$ cat src/rtl/dmem_verify_pkg.sv
// Shared types and defaults for the data-memory end-of-program verify engine.
package dmem_verify_pkg;

  typedef enum logic [1:0] {StRun, StSettle, StScan, StDone} dmem_state_e;

  localparam int unsigned DefaultDepth        = 1024;
  localparam int unsigned DefaultHaltAddr     = 32;
  localparam int unsigned DefaultSettleCycles = 5;

  function automatic int unsigned idx_width(input int unsigned depth);
    return (depth > 1) ? $clog2(depth) : 1;
  endfunction

endpackage

$ cat src/rtl/dmem_scan_cmp.sv
// Scan index counter and word comparator; advances only while enabled and matching.
module dmem_scan_cmp
  import dmem_verify_pkg::*;
#(
  parameter int unsigned DEPTH  = DefaultDepth,
  parameter int unsigned DATA_W = 32
) (
  input  logic                        clock,
  input  logic                        rst_n,
  input  logic                        en,
  input  logic [DATA_W-1:0]           data_read,
  input  logic [DATA_W-1:0]           golden_data,
  output logic [idx_width(DEPTH)-1:0] index,
  output logic                        match,
  output logic                        last,
  output logic                        mismatch
);

  localparam int unsigned IdxW = idx_width(DEPTH);

  assign match    = (data_read == golden_data);
  assign last     = (index == IdxW'(DEPTH - 1));
  assign mismatch = en & ~match;

  // Index is never cleared on scan entry: only reset clears it and only scanning moves it.
  always_ff @(posedge clock) begin
    if (!rst_n) begin
      index <= '0;
    end else if (en && match && !last) begin
      index <= index + 1'b1;
    end
  end

endmodule

$ cat src/rtl/dmem_verify_engine.sv
// End-of-program checker: times the run to HALT_ADDR, settles, then sweeps data memory vs golden.
// Optional watchdog build: define DMEM_VERIFY_WATCHDOG_EN (adds the timeout output).
module dmem_verify_engine
  import dmem_verify_pkg::*;
#(
  parameter int unsigned       DEPTH         = DefaultDepth,
  parameter int unsigned       DATA_W        = 32,
  parameter int unsigned       ADDR_W        = 32,
  parameter logic [ADDR_W-1:0] HALT_ADDR     = ADDR_W'(DefaultHaltAddr),
  parameter int unsigned       SETTLE_CYCLES = DefaultSettleCycles,
  parameter int unsigned       MAX_LATENCY   = 100000
) (
  input  logic                        clock,
  input  logic                        rst_n,
  input  logic [ADDR_W-1:0]           inst_addr,
  input  logic [DATA_W-1:0]           data_read,
  input  logic [DATA_W-1:0]           golden_data,
  output logic                        mem_sel,
  output logic [ADDR_W-1:0]           data_addr,
  output logic                        data_wen,
  output logic [idx_width(DEPTH)-1:0] golden_addr,
  output logic                        done,
  output logic                        pass,
  output logic [idx_width(DEPTH)-1:0] fail_addr,
`ifdef DMEM_VERIFY_WATCHDOG_EN
  output logic                        timeout,
`endif
  output logic [31:0]                 latency
);

  localparam int unsigned IdxW = idx_width(DEPTH);

  if (SETTLE_CYCLES == 0 || MAX_LATENCY >= 32'hFFFF_FFFF) begin : g_param_chk
    $error("dmem_verify_engine: SETTLE_CYCLES must be >= 1 and MAX_LATENCY < 2^32-1");
  end

  dmem_state_e     state_q;
  logic [31:0]     settle_q;
  logic [31:0]     lat_inc;
  logic [IdxW-1:0] idx;
  logic            scan_en;
  logic            match;
  logic            last;
  logic            mismatch;

  assign scan_en     = (state_q == StScan);
  assign data_addr   = ADDR_W'(idx);
  assign golden_addr = idx;
  assign data_wen    = 1'b0;
  assign lat_inc     = (latency == '1) ? latency : latency + 32'd1;

  dmem_scan_cmp #(
    .DEPTH  (DEPTH),
    .DATA_W (DATA_W)
  ) u_scan_cmp (
    .clock       (clock),
    .rst_n       (rst_n),
    .en          (scan_en),
    .data_read   (data_read),
    .golden_data (golden_data),
    .index       (idx),
    .match       (match),
    .last        (last),
    .mismatch    (mismatch)
  );

  always_ff @(posedge clock) begin
    if (!rst_n) begin
      state_q   <= StRun;
      settle_q  <= '0;
      mem_sel   <= 1'b0;
      done      <= 1'b0;
      pass      <= 1'b0;
      fail_addr <= '0;
      latency   <= '0;
`ifdef DMEM_VERIFY_WATCHDOG_EN
      timeout   <= 1'b0;
`endif
    end else begin
      unique case (state_q)
        StRun: begin
          if (inst_addr == HALT_ADDR) begin
            state_q  <= StSettle;
            settle_q <= '0;
          end else begin
            latency <= lat_inc;
`ifdef DMEM_VERIFY_WATCHDOG_EN
            if (lat_inc == MAX_LATENCY + 32'd1) begin
              state_q   <= StDone;
              done      <= 1'b1;
              pass      <= 1'b0;
              fail_addr <= '1;
              timeout   <= 1'b1;
            end
`endif
          end
        end
        StSettle: begin
          // Halt is latched here; inst_addr no longer matters.
          if (settle_q == SETTLE_CYCLES - 1) begin
            state_q <= StScan;
            mem_sel <= 1'b1;
          end else begin
            settle_q <= settle_q + 32'd1;
          end
        end
        StScan: begin
          if (mismatch) begin
            state_q   <= StDone;
            done      <= 1'b1;
            pass      <= 1'b0;
            fail_addr <= idx;
          end else if (match && last) begin
            state_q <= StDone;
            done    <= 1'b1;
            pass    <= 1'b1;
          end
        end
        StDone: begin
        end
      endcase
    end
  end

endmodule

$ cat config.mk
export PLATFORM = sky130hd
export DESIGN_NAME = dmem_verify_engine
export DESIGN_NICKNAME = d
export VERILOG_FILES = /design/src/rtl/dmem_verify_pkg.sv /design/src/rtl/dmem_scan_cmp.sv /design/src/rtl/dmem_verify_engine.sv
export SDC_FILE = /design/constraint.sdc
export NUM_CORES = 1
export LEC_CHECK = 0
export CORE_ASPECT_RATIO = 1.25
export CORE_MARGIN = 3
export CORE_UTILIZATION = 45
export DETAILED_ROUTE_END_ITERATION = 8
export PLACE_DENSITY = 0.81
export SYNTH_ARGS = -nofsm -noshare
export SYNTH_HDL_FRONTEND = slang
export SYNTH_SLANG_ARGS = --single-unit
$ cat constraint.sdc
create_clock -name clock -period 2.9 [get_ports clock]
set_clock_uncertainty 0.2 [all_clocks]
set_input_delay 0.58 -clock clock [delete_from_list [all_inputs] [get_ports clock]]
set_output_delay 0.58 -clock clock [all_outputs]
set_load 0.02 [all_outputs]
==> results.toml <==
[clock_network]
cts_root_buf = "clkbuf_16"
clock-sinks = 89
cts_tree = "done"
clockBufferDepth = 2
h-tree-depth = 3
clkSlewWorstSetupHoldPaths_ps = 60
cts_hold_buf = 0
cts_setup_buffers = 0
cts_buffers = 9
cts_resized = 0
clk_latency_ps = 330

[setup_path]
worstSetupPathType = "input port to flop"
endpoint_kind = "flop"
cp_max_fo = 13
required_ps = 2920
critical_path.slowest_cell = "nor4b_1"
max_stage_delay_ps = 470
cp.arrival_ps = 2740
startpoint_type = "input port"
path_cells = "clkdlybuf4s50_1, nor4_1, nand4_1, buf_4, o21a_1, nor4b_1, xnor2_1, nor2_1"

[cells_and_area]
drive_above_1_share = 0.0623
layout_common_cells = "clkdlybuf4s50_1 (161), dfxtp_1 (89), xor2_1 (57)"
areaGrowthSynthToFinish_pct = 40.0
final_common_cell = "clkdlybuf4s50_1"
nets = 856
n_antenna_cell = 0

[routing]
drt-initial-drc-count = 213
vias = 4814
wire_per_inst_um = 15.9
drt-total-wl_um = 14100
drt-pass1-iter-count = 4
drt-vias-per-instance = 5.43
drt-met1-wl_um = 5460
route.met3.wl_um = 1090
dr_wl_met2_um = 7330
remaining_drc_errors = 0
ant_nets = 0
top_layer_used = "met5"

[yosys]
synthXorXnorAreaFrac = 0.136
synth_warnings = 0
synth-adder-area-share = 0.0224
synth_cells = 585
synthSimpleGateAreaFrac = 0.307
synth_area_per_cell_um2 = 8.59
synthTopCellsByArea = "dfxtp_1 (35%), xor2_1 (9.9%), nor4_1 (5.0%)"
synth_top_area_frac = 0.354
synth_area_um2 = 5030
yosysTopAreaCell = "dfxtp_1"
synth_top_family_by_area = "simple AND/OR/NAND/NOR gates"
yosysUniqueCellTypes = 47
synth_edf_count = 0
synthArstFlopShare = 0
ys_seq_elements = 89
yosysSeqAreaShare = 0.354
synthMuxAreaShare = 0.0338
synth-compound-area-share = 0.0677
synth_flop_cell = "dfxtp_1"

[min_path]
hold_path.class = "flop to flop"

[sta]
setup_slack_ps = 177
tns_ps = 0
finalSetupViolCount = 0
max_freq_mhz = 367
post-route-min-period_ps = 2720
finalMaxSlewViolations = 0
hold_violations = 0
fin_crit_sh = 0.939
grt_setup_unrepaired = "no"

[placed_design]
port_buffers = 162
dp_slack_ps = -138
dp_hpwl_um = 10800
gp_congestion = 0.849

[floorplan]
rows = 42
fp.dieArea_um2 = 12500
coreArea_um2 = 10800
die_h_um = 124
start_util = 0.467
ioPinCount = 186
die_w_um = 101

[global_routing]
overflow = 0
track_usage = 0.221
antenna_found_initial = 1
grt_start_max_net_pins = 27
grt_pass1_vias = 4615
grt_pass1_wl_um = 22100

[power]
powerDensity_nw_per_um2 = 382
power.static_leakage_nw = 2.64
finalPower_w = 0.00269
peakVddDrop_mv = 0.319

[flow_run]
maxCapViolCount = 0

[status]
status = "complete, no violations"
==> cells in the mapped netlist (9+ instances only) <==
cell type and count:
dfxtp_1 89, xor2_1 57, nor4_1 40, nand2_1 37, buf_4 33, nand4_1 31
and2_1 30, nor2_1 29, nand3_1 24, xnor2_1 21, o21ai_0 18, mux2i_1 17
or3_1 17, clkbuf_1 14, nor2b_1 14, a21oi_1 13, inv_1 11, nor3_1 11
ha_1 9, nor4b_1 9
==> state kept, by name, summed over array words and instances, names as in the netlist <==
signal,flops
latency,32
settle_q,32
fail_addr,10
u_scan_cmp.index,10
state_q,2
done,1
mem_sel,1
pass,1
==> final timing paths <==
kind | from | end | slack [ps] | depth (start not counted)
max reg2reg | latency[0] | latency[23] | 380 | 7
min | latency[19] | latency[19] | 290 | 2
min reg2reg | latency[19] | latency[19] | 290 | 2
max | inst_addr[9] | settle_q[13] | 180 | 8
==> cell families (layout without fill, tap and decap cells) <==
group / count (synthesis) / after routing
mux: 17 / 17
buf+inv: 66 / 213
xor+xnor: 78 / 78
simple gates: 270 / 270
fa+ha+maj: 9 / 9
compound gates: 55 / 55
other cells: 1 / 23
flops: 89 / 89
==> cell type report <==
class                           count  area, µm²
Clock buffer                       13        240
Clock inverter                      3       65.1
Fill cell                         898       3730
Inverter                           11       41.3
Multi-Input combinational cell    452       2950
Sequential cell                    89       1780
Tap cell                          132        165
Timing Repair Buffer              186       1800
==> worst max-delay path, delay by kind of cell <==
family	cells	cell delay (ps)
buffers and inverters	2	600
AO/OA/AOI/OAI	1	320
AND/OR/NAND/NOR	4	1070
XOR/XNOR	1	170
==> power breakdown <==
group          leakage, nW  internal [W]  switching (W)
logic                 1.78      0.000154       0.000105
clock network        0.148      0.000755       0.000447
registers            0.717       0.00123     0.00000402
==> through the flow <==
stage          hold slack (ps)   util  cells  instance area (µm²)
2_1_floorplan              258      -    607                 5110
3_3_place_gp               276  0.625    870                 6730
3_5_place_dp               293  0.625    870                 6730
4_1_cts                    302  0.653    886                 7040
5_1_grt                    330  0.653    886                 7040
6_report                   293  0.653    886                 7040
==> per-layer routing <==
layer  up-vias  GRT usage
li1       2350          -
met1      2259      0.244
met2       188      0.417
met3        15     0.0403
met4         2     0.0809
met5         -          0
Power figures use the tool's default switching activity.
